[src/rtl/maxpool_pkg.sv]
// Shared defaults, FSM state type and counter-width helper for the 3x3 max-pool
// window generator.
package maxpool_pkg;

    localparam int DATA_WIDTH_DEF = 32;

    typedef enum logic [0:0] {
        FILL   = 1'b0,
        STREAM = 1'b1
    } state_e;

    function automatic int cnt_width(input int n);
        return (n > 1) ? $clog2(n) : 1;
    endfunction

endpackage

[src/rtl/maxpool_line_buffer.sv]
// One image row of storage, addressed by column: the old word at an address is
// visible combinationally while the new word is written on the same edge.
module maxpool_line_buffer
    import maxpool_pkg::*;
#(
    parameter int DEPTH      = 8,
    parameter int DATA_WIDTH = DATA_WIDTH_DEF,
    localparam int AW        = cnt_width(DEPTH)
) (
    input  logic                  clk,
    input  logic                  we_i,
    input  logic [AW-1:0]         addr_i,
    input  logic [DATA_WIDTH-1:0] wr_data_i,
    output logic [DATA_WIDTH-1:0] rd_data_o
);

    logic [DATA_WIDTH-1:0] mem_q [0:DEPTH-1];

    assign rd_data_o = mem_q[addr_i];

    // Contents are deliberately unreset: every word is rewritten before it is consumed.
    always_ff @(posedge clk) begin
        if (we_i) begin
            mem_q[addr_i] <= wr_data_i;
        end
    end

endmodule

[src/rtl/maxpool_window_3x3.sv]
// Raster-to-3x3-window stage feeding the max-pool comparator tree.
// Define MAXPOOL_STRIDE2_EN to emit only windows whose newest pixel has even row and col.
module maxpool_window_3x3
    import maxpool_pkg::*;
#(
    parameter int IMG_WIDTH  = 8,
    parameter int IMG_HEIGHT = 8,
    parameter int DATA_WIDTH = DATA_WIDTH_DEF
) (
    input  logic                  clk,
    input  logic                  rst,
    input  logic [DATA_WIDTH-1:0] Data_In,
    input  logic                  Valid_In,
    output logic [DATA_WIDTH-1:0] Data_Out0,
    output logic [DATA_WIDTH-1:0] Data_Out1,
    output logic [DATA_WIDTH-1:0] Data_Out2,
    output logic [DATA_WIDTH-1:0] Data_Out3,
    output logic [DATA_WIDTH-1:0] Data_Out4,
    output logic [DATA_WIDTH-1:0] Data_Out5,
    output logic [DATA_WIDTH-1:0] Data_Out6,
    output logic [DATA_WIDTH-1:0] Data_Out7,
    output logic [DATA_WIDTH-1:0] Data_Out8,
    output logic                  Valid_Out,
    output logic                  Frame_Done
);

    localparam int CW = cnt_width(IMG_WIDTH);
    localparam int RW = cnt_width(IMG_HEIGHT);

    localparam logic [CW-1:0] COL_LAST = CW'(IMG_WIDTH - 1);
    localparam logic [CW-1:0] COL_TWO  = CW'(2);
    localparam logic [RW-1:0] ROW_LAST = RW'(IMG_HEIGHT - 1);
    localparam logic [RW-1:0] ROW_ONE  = RW'(1);

`ifdef MAXPOOL_STRIDE2_EN
    localparam logic [CW-1:0] DONE_COL = CW'(((IMG_WIDTH - 1) / 2) * 2);
    localparam logic [RW-1:0] DONE_ROW = RW'(((IMG_HEIGHT - 1) / 2) * 2);
`else
    localparam logic [CW-1:0] DONE_COL = COL_LAST;
    localparam logic [RW-1:0] DONE_ROW = ROW_LAST;
`endif

    logic [CW-1:0]         col_q, col_d;
    logic [RW-1:0]         row_q, row_d;
    state_e                state_q, state_d;
    logic [DATA_WIDTH-1:0] win_q [0:8];
    logic [DATA_WIDTH-1:0] win_d [0:8];
    logic                  valid_q, valid_d;
    logic                  done_q, done_d;
    logic [DATA_WIDTH-1:0] rd_a_s, rd_b_s;
    logic                  col_wrap_s, row_wrap_s, stride_ok_s, emit_s;

    // A holds the previous row; B receives A's displaced word and so holds the row before that.
    maxpool_line_buffer #(.DEPTH(IMG_WIDTH), .DATA_WIDTH(DATA_WIDTH)) u_row_a (
        .clk       (clk),
        .we_i      (Valid_In & ~rst),
        .addr_i    (col_q),
        .wr_data_i (Data_In),
        .rd_data_o (rd_a_s)
    );

    maxpool_line_buffer #(.DEPTH(IMG_WIDTH), .DATA_WIDTH(DATA_WIDTH)) u_row_b (
        .clk       (clk),
        .we_i      (Valid_In & ~rst),
        .addr_i    (col_q),
        .wr_data_i (rd_a_s),
        .rd_data_o (rd_b_s)
    );

    assign col_wrap_s = (col_q == COL_LAST);
    assign row_wrap_s = (row_q == ROW_LAST);

`ifdef MAXPOOL_STRIDE2_EN
    assign stride_ok_s = ~col_q[0] & ~row_q[0];
`else
    assign stride_ok_s = 1'b1;
`endif

    assign emit_s = Valid_In && (state_q == STREAM) && (col_q >= COL_TWO) && stride_ok_s;

    // Raster position and FILL/STREAM phase, advanced per accepted pixel.
    always_comb begin
        col_d   = col_q;
        row_d   = row_q;
        state_d = state_q;
        if (Valid_In) begin
            if (col_wrap_s) begin
                col_d = '0;
                if (row_wrap_s) begin
                    row_d = '0;
                end else begin
                    row_d = row_q + RW'(1);
                end
            end else begin
                col_d = col_q + CW'(1);
            end
            case (state_q)
                FILL: begin
                    if (col_wrap_s && (row_q == ROW_ONE)) begin
                        state_d = STREAM;
                    end else begin
                        state_d = FILL;
                    end
                end
                STREAM: begin
                    if (col_wrap_s && row_wrap_s) begin
                        state_d = FILL;
                    end else begin
                        state_d = STREAM;
                    end
                end
                default: state_d = FILL;
            endcase
        end else begin
            state_d = state_q;
        end
    end

    // Window shifts left; new right column is {two rows up, one row up, incoming pixel}.
    always_comb begin
        for (int k = 0; k < 9; k++) begin
            win_d[k] = win_q[k];
        end
        if (Valid_In) begin
            win_d[0] = win_q[1];
            win_d[1] = win_q[2];
            win_d[2] = rd_b_s;
            win_d[3] = win_q[4];
            win_d[4] = win_q[5];
            win_d[5] = rd_a_s;
            win_d[6] = win_q[7];
            win_d[7] = win_q[8];
            win_d[8] = Data_In;
        end else begin
            win_d[8] = win_q[8];
        end
        valid_d = emit_s;
        done_d  = emit_s && (col_q == DONE_COL) && (row_q == DONE_ROW);
    end

    // State registers; reset also discards any partial frame.
    always_ff @(posedge clk) begin
        if (rst) begin
            col_q   <= '0;
            row_q   <= '0;
            state_q <= FILL;
            valid_q <= 1'b0;
            done_q  <= 1'b0;
            for (int k = 0; k < 9; k++) begin
                win_q[k] <= '0;
            end
        end else begin
            col_q   <= col_d;
            row_q   <= row_d;
            state_q <= state_d;
            valid_q <= valid_d;
            done_q  <= done_d;
            for (int k = 0; k < 9; k++) begin
                win_q[k] <= win_d[k];
            end
        end
    end

    assign Data_Out0  = win_q[0];
    assign Data_Out1  = win_q[1];
    assign Data_Out2  = win_q[2];
    assign Data_Out3  = win_q[3];
    assign Data_Out4  = win_q[4];
    assign Data_Out5  = win_q[5];
    assign Data_Out6  = win_q[6];
    assign Data_Out7  = win_q[7];
    assign Data_Out8  = win_q[8];
    assign Valid_Out  = valid_q;
    assign Frame_Done = done_q;

endmodule

[config.mk]
export PLATFORM = sky130hd
export DESIGN_NAME = maxpool_window_3x3
export DESIGN_NICKNAME = d
export VERILOG_FILES = /design/src/rtl/maxpool_pkg.sv /design/src/rtl/maxpool_line_buffer.sv /design/src/rtl/maxpool_window_3x3.sv
export SDC_FILE = /design/constraint.sdc
export NUM_CORES = 1
export LEC_CHECK = 0
export CAP_MARGIN = 10
export CORE_MARGIN = 5
export CORE_UTILIZATION = 56
export CTS_BUF_LIST = sky130_fd_sc_hd__clkbuf_8
export DETAILED_ROUTE_END_ITERATION = 8
export PLACE_DENSITY = 0.85
export SLEW_MARGIN = 10
export SYNTH_ARGS = -nofsm -noshare
export SYNTH_HDL_FRONTEND = slang
export SYNTH_HIERARCHICAL = 1
export SYNTH_SLANG_ARGS = --single-unit
export TNS_END_PERCENT = 5
[constraint.sdc]
create_clock -name clk -period 6.62 [get_ports clk]
set_clock_uncertainty 0.05 [all_clocks]
set_input_delay 1.655 -clock clk [delete_from_list [all_inputs] [get_ports clk]]
set_output_delay 1.655 -clock clk [all_outputs]
set_load 0.005 [all_outputs]
==> results of run 1 <==
-- placed cells by master (no fill, tap or decap), types with 14 or more instances in the layout --
cell type        Yosys  final
clkinv_1             0     14
clkdlybuf4s50_1      0    322
mux2_2              60     60
nor2_1             308    296
dfxtp_1            297    294
a21oi_1             18     18
mux4_2              18     18
inv_1                4     44
edfxtp_1           512    512
mux2i_1            319    319
clkbuf_8             0    143
clkinv_2             0     16
mux4_1              82     82
buf_4               11     29
-- registers in the layout, indices dropped and copies added, names as in the netlist --
register       cells
Frame_Done         1
Valid_Out          1
u_row_a/mem_q    256
state_q            1
u_row_b/mem_q    256
row_q              3
col_q              3
win_q            288
-- report_power, final --
part / leakage [nW] / switching (mW) / internal, mW / total [mW]
logic: 4.86 / 0.380 / 0.354 / 0.735
clock network: 1.41 / 1.82 / 2.15 / 3.97
registers: 7.05 / 0.0941 / 5.51 / 5.60
total: 13.3 / 2.29 / 8.01 / 10.3
-- Yosys cell counts, drive strengths merged, types with 3 or more instances --
library cell,number
mux2i,319
buf,84
nor2b,4
mux2,60
a21bo,3
dfxtp,297
nand2b,6
a21oi,18
inv,4
edfxtp,512
ha,7
nand2,9
clkbuf,26
a221oi,4
nor3,6
a22oi,10
nor2,308
o21ai,12
o22ai,12
mux4,100
-- area by class of cell --
class                      count  area [sq um]
clock buffer                 143          1968
clock inverter                78         457.9
fill                        3369         17330
inverter                       4         15.01
multi-input combinational    894          8348
sequential                   809         21330
tap                          696         870.8
timing repair buffer         354          3491
-- critical path: stages --
cell and delay (ps):
buf_8 510, and2b_1 410, nand2b_1 240, nor3_2 820, buf_4 470
-- path summary, 6_finish.rpt --
check	depth (start not counted)	from	end
max	5	Valid_In	u_row_a/mem_q[0][10]
min	2	win_q[0][5]	win_q[0][5]
max reg2reg	4	col_q[0]	u_row_a/mem_q[3][25]
min reg2reg	2	win_q[0][5]	win_q[0][5]
-- metrics by stage --
step	hold slack (ps)	cell area [sq um]	util, %
5_1_grt	465.0	36480	67.79
4_1_cts	451.2	36480	67.79
3_3_place_gp	422.4	34060	63.29
3_5_place_dp	433.1	34060	63.29
2_1_floorplan	406.0	30370	-
6_report	446.5	36480	67.79
-- metal layers --
| layer | wire length (um) | track usage [%] |
|---|---|---|
| met1 | 25970 | 27.88 |
| met3 | 5890 | 6.040 |
| met5 | 0 | 0 |
| met2 | 31390 | 35.43 |
| met4 | 2244 | 8.144 |
-- cell families after synthesis --
| logic type | Yosys count | synth area share [%] |
|---|---|---|
| compound gates | 64 | 1.351 |
| fa+ha+maj | 7 | 0.2884 |
| buf+inv | 114 | 2.480 |
| flops | 809 | 70.20 |
| mux | 479 | 21.17 |
| simple gates | 344 | 4.515 |
==> impl_metrics.tcl, run 1 <==
set metrics [dict create \
    synth_edf_count 512 \
    ios 325 \
    syn_to_final_growth_pct 20.12 \
    post-route-min-period_ps 3881 \
    min_period_over_period_pct 58.63 \
    synthTopCellsByArea "edfxtp_1 51%, dfxtp_1 20%, mux2i_1 11%" \
    max_cap_viol_count 0 \
    crit_type "in2reg" \
    cts_setup_buffers 0 \
    place_hpwl_um 40770 \
    max_freq_ghz 0.2576 \
    viasPerCell 5.649 \
    peakVddDrop_uv 187.3 \
    setup-tns-final_ps 0 \
    core-area_sq_um 53810 \
    place_inst 2757 \
    slew_headroom_pct 25.03 \
    stdcell_count 2978 \
    setup_ws_ps 2739 \
    drive_gt1_share_pct 13.10 \
    synth-seq-area-share_pct 70.20 \
    die_h_um 242.9 \
    grt_overflow 0 \
    grt_pass1_wl_um 100700 \
    nets 2225 \
    cp-end-kind "flop" \
    die-area_sq_um 58990 \
    ys_seq_elements 809 \
    hp-class "reg2reg" \
    cp.arrival_ps 4180 \
    grt_pass1_vias 17350 \
    synth_area_per_cell_sq_um 16.72 \
    ant_nets 0 \
    diodes 0 \
    ys_warn_count 6 \
    r2r_slack_ps 3110 \
    ys.flop_type "edfxtp_1" \
    grt_start_max_net_pins 113 \
    yosys.area.top_type "edfxtp_1" \
    port_buffers 324 \
    rsz0062_at_grt "false" \
    power.density_nw_per_um2 282.4 \
    clk_latency_ps 700 \
    synth.distinct_cells 36 \
    synth_cells 1817 \
    crit_required_ps 6920 \
    worst_pin_slew_ps 1113 \
    grt_util_all_layers_pct 21.64 \
    first_iter_violations 1358 \
    p_leak_nw 13.32 \
    holdBufCountCts 0 \
    routed_wl_um 65500 \
    synthesis.area_sq_um 30370 \
    cts_buffers 120 \
    gp_congestion 0.7832 \
    antenna_found_initial 0 \
    ys_async_sr_fraction_pct 0 \
    synth_top_area_share_pct 50.62 \
    num_vias 16820 \
    drc 0 \
    rows 85 \
    finalHoldViolCount 0 \
    cts_tree "done" \
    cts_resized 0 \
    clock_path_buffers 3 \
    first_pass_iters 5 \
    startpoint_type "input pin" \
    maxSlewViolCount 0 \
    die_x_um 242.9 \
    synth_nets 1859 \
    clock_sinks 809 \
    finalSetupViolations 0 \
    finalPower_mw 10.30 \
    cts.clk_slew.worst_paths_ps 60 \
    post-place-ws_ps 2082 \
    critPathMaxFanout 82 \
    status "complete, no violations" \
    cts_htree_levels 3 \
    initial_core_util_pct 56.44 \
    clockRootBuffer "clkbuf_8" \
    wl_per_cell_um 21.99 \
]
No activity file was read; power rests on OpenSTA's default activity.
==> inputs of run 2 (changes only) <==
==> constraint.sdc (replaced) <==
create_clock -name clk -period 3.74 [get_ports clk]
set_clock_uncertainty 0.05 [all_clocks]
set_input_delay 0.935 -clock clk [delete_from_list [all_inputs] [get_ports clk]]
set_output_delay 0.935 -clock clk [all_outputs]
set_load 0.005 [all_outputs]
==> impl_metrics.tcl, run 2 (synthesis results as in run 1) <==
set metrics [dict create \
    final_cell_mix "512 x edfxtp_1, 322 x clkdlybuf4s50_1, 319 x mux2i_1" \
    ios 325 \
    power.density_nw_per_um2 505.5 \
    status "complete, no violations" \
    ant_nets 0 \
    min_period_over_period_pct 76.69 \
    cts_setup_buffers 0 \
    core-area_sq_um 53810 \
    grt_overflow 0 \
    final_common_cell "edfxtp_1" \
    max_freq_ghz 0.3486 \
    peakVddDrop_uv 365.8 \
    cts.clk_slew.worst_paths_ps 60 \
    syn_to_final_growth_pct 21.10 \
    startpoint_type "flop" \
    cp-end-kind "flop" \
    p_comb_share_pct 7.1 \
    worst_pin_slew_ps 1083 \
    crit_type "reg2reg" \
    clock_power_share_pct 39.5 \
    cts_tree "done" \
    cp.arrival_ps 3450 \
    grt_pass1_vias 17730 \
    slew_headroom_pct 27.82 \
    clk_latency_ps 700 \
    hp-class "reg2reg" \
    gp_congestion 0.8066 \
    cts_htree_levels 3 \
    die_x_um 242.9 \
    grt_start_max_net_pins 181 \
    routed_wl_um 67180 \
    largestRegisters "win_q x288, u_row_a/mem_q x256, u_row_b/mem_q x256" \
    switchingPower_mw 4.185 \
    top_register "win_q" \
    max_cap_viol_count 0 \
    finalHoldViolCount 0 \
    cts_buffers 120 \
    clock_path_buffers 3 \
    num_vias 17060 \
    first_iter_violations 1530 \
    crit_required_ps 4330 \
    antenna_found_initial 0 \
    rsz0062_at_grt "false" \
    p_sw_share_pct 22.51 \
    p_int_mw 14.41 \
    nets 2238 \
    maxSlewViolCount 0 \
    post-route-min-period_ps 2868 \
    port_buffers 324 \
    drive_gt1_share_pct 14.25 \
    rows 85 \
    stdcell_count 2998 \
    nFillCells 3342 \
    die-area_sq_um 58990 \
    p_leak_nw 13.42 \
    cts_resized 0 \
    critPathMaxFanout 59 \
    die_h_um 242.9 \
    grt_pass1_wl_um 103000 \
    clock_sinks 809 \
    diodes 0 \
    initial_core_util_pct 56.44 \
    drc 0 \
    largest_register_ffs 288 \
    clockRootBuffer "clkbuf_8" \
    wl_per_cell_um 22.41 \
    place_hpwl_um 41610 \
    viasPerCell 5.691 \
    pwr-share-seq_pct 53.4 \
    first_pass_iters 6 \
    grt_util_all_layers_pct 22.22 \
    holdBufCountCts 0 \
    finalSetupViolations 0 \
    holdWs_ps 440.1 \
    place_inst 2770 \
]
==> run 2: layout make-up <==
| type | count | area, sq um | area share (%) |
|---|---|---|---|
| Sequential cell | 809 | 21330 | 58.00 |
| Multi-Input combinational cell | 894 | 8354 | 22.71 |
| Timing Repair Buffer | 367 | 3664 | 9.961 |
| Clock buffer | 142 | 1954 | 5.314 |
| Tap cell | 696 | 870.8 | 2.368 |
| Clock inverter | 86 | 590.6 | 1.606 |
| Inverter | 4 | 15.01 | 0.04082 |
==> run 2: power by group through the flow <==
stage	combinational, mW	clock, mW	sequential [mW]
after global placement	1.25	0	10.1
after detailed placement	1.31	0	10.1
final	1.31	7.34	9.94
after global routing	1.40	7.91	9.95
after floorplan	0.754	0	10.0
after CTS	1.31	7.48	9.94
==> run 2: worst paths after layout <==
kind	startpoint	endpoint	slack [ps]	cells past startpoint
worst min-delay path	win_q[3][22]	win_q[3][22]	440	2
worst min register to register	win_q[3][22]	win_q[3][22]	440	2
worst max-delay path	col_q[0]	win_q[5][7]	870	7
worst max register to register	col_q[0]	win_q[5][7]	870	7
==> run 2: through the flow <==
stage / power [mW] / cell area (sq um) / TNS (ps) / utilization, % / worst slack, ps
after floorplan: 10.80 / 30380 / -46370 / - / -484.8
after global placement: 11.37 / 34240 / 0 / 63.62 / 945.8
after detailed placement: 11.43 / 34240 / 0 / 63.62 / 876.8
after CTS: 18.73 / 36780 / 0 / 68.35 / 874.4
after global routing: 19.26 / 36780 / 0 / 68.35 / 731.7
final: 18.59 / 36780 / 0 / 68.35 / 871.8
==> run 2: metal layers <==
layer  GRT usage (%)  up-vias  share of wire, %
li1                -     7682                 -
met1           29.58     8468                40
met2           36.23      790                48
met3           5.358      122               8.5
met4           7.944        0               2.8
met5               0        -                 0
==> run 2: worst max-delay path, cell delays in order, from the launching register on <==
cell      delay, ps
dfxtp_4        1000
buf_4           320
nand2b_1        280
o22ai_1         270
a21oi_1          70
o21ai_1         470
mux2i_1         170
nor2_1          130
==> inputs of run 3 (changes only) <==
==> constraint.sdc (replaced) <==
create_clock -name clk -period 2.75 [get_ports clk]
set_clock_uncertainty 0.05 [all_clocks]
set_input_delay 0.6875 -clock clk [delete_from_list [all_inputs] [get_ports clk]]
set_output_delay 0.6875 -clock clk [all_outputs]
set_load 0.005 [all_outputs]
==> impl_metrics.tcl, run 3 (synthesis results as in run 1) <==
set metrics [dict create \
    status "complete, no violations" \
    nFillCells 3307 \
    place_hpwl_um 42240 \
    largest_register_ffs 288 \
    fin_area_sq_um 36910 \
    diodes 0 \
    final_cell_mix "512 x edfxtp_1, 322 x clkdlybuf4s50_1, 319 x mux2i_1" \
    viasPerCell 5.638 \
    dpl_cell_area_sq_um 34440 \
    cp_top_family "buffers and inverters" \
    final_common_cell "edfxtp_1" \
    cts.clk_slew.worst_paths_ps 60 \
    crit_path_top_delay_cell "clkdlybuf4s50_1" \
    port_buffers 324 \
    cts_resized 0 \
    reg2reg_from "col_q[2]" \
    die-area_sq_um 58990 \
    top_register "win_q" \
    power.density_nw_per_um2 681.2 \
    post-route-min-period_ps 2458 \
    largestRegisters "win_q x288, u_row_a/mem_q x256, u_row_b/mem_q x256" \
    post-place-ws_ps 343.9 \
    max_freq_ghz 0.4069 \
    die_h_um 242.9 \
    holdBufCountCts 0 \
    finalHoldViolCount 0 \
    clk_latency_ps 700 \
    hp-class "reg2reg" \
    drc 0 \
    cts_htree_levels 3 \
    cts_tree "done" \
    setup-tns-final_ps 0 \
    cts_buffers 120 \
    startpoint_type "flop" \
    grt_pass1_wl_um 103700 \
    initial_core_util_pct 56.44 \
    max_cap_viol_count 0 \
    crit_path_start "win_q[2][31]" \
    grt_pass1_vias 17570 \
    antenna_found_initial 1 \
    worst_pin_slew_ps 1139 \
    clock_path_buffers 3 \
    drive_gt1_share_pct 14.38 \
    p_leak_nw 13.47 \
    clockRootBuffer "clkbuf_8" \
    rows 85 \
    nets 2251 \
    finalSetupViolations 0 \
    place_inst 2783 \
    cp.arrival_ps 1720 \
    grt_overflow 0 \
    wl_per_cell_um 22.51 \
    num_vias 16940 \
    multi_input_area_sq_um 8373 \
    worstPathCellList "clkdlybuf4s50_1" \
    holdWs_ps 441.3 \
    critPathMaxFanout 3 \
    min_period_over_period_pct 89.37 \
    cts_setup_buffers 0 \
    fin_util_pct 68.60 \
    finalPower_mw 25.15 \
    clock_sinks 809 \
    first_iter_violations 1421 \
    ant_nets 0 \
    maxSlewViolCount 0 \
    slew_headroom_pct 24.09 \
    area.sequential_sq_um 21330 \
    worstHoldStart "win_q[3][26]" \
    cp_slowest_stage_delay_ps 570 \
    first_pass_iters 5 \
    syn_to_final_growth_pct 21.54 \
    die_x_um 242.9 \
    cp_num_buf_inv 1 \
    cp-end-kind "primary output" \
    gp_congestion 0.8025 \
    stdcell_count 3005 \
    grt_util_all_layers_pct 22.37 \
    peakVddDrop_uv 599.4 \
    ios 325 \
    routed_wl_um 67650 \
    r2r_slack_ps 370 \
    crit_type "reg2out" \
    setup_ws_ps 292.2 \
    crit_required_ps 2010 \
    core-area_sq_um 53810 \
    grt_start_max_net_pins 212 \
    rsz0062_at_grt "false" \
]
-- run 3: layout make-up --
type                    instances  area share, %
well taps                     696          2.359
clock buffers                 135          5.033
multi-input cells             894          22.68
repair buffers                380          10.43
flip-flops and latches        809          57.79
clock inverters                87          1.671
inverters                       4        0.04067
-- run 3: metal layers --
layer	track usage (%)	vias up	share of wire (%)
met5	0	-	0
met4	7.343	0	2.7
met3	5.215	109	8.0
met2	37.27	729	49
met1	29.46	8418	40
li1	-	7687	-
-- run 3: final timing paths --
| path | endpoint | cells after the start |
|---|---|---|
| worst max register to register | u_row_b/mem_q[4][11] | 4 |
| worst min-delay path | win_q[3][26] | 2 |
| worst max-delay path | Data_Out2[31] | 1 |
| worst min register to register | win_q[3][26] | 2 |
-- run 3: report_power, final --
| part | leakage (nW) | internal, mW | switching (mW) |
|---|---|---|---|
| combinational | 5.03 | 0.891 | 0.965 |
| clock | 1.39 | 5.35 | 4.46 |
| sequential | 7.05 | 13.3 | 0.216 |
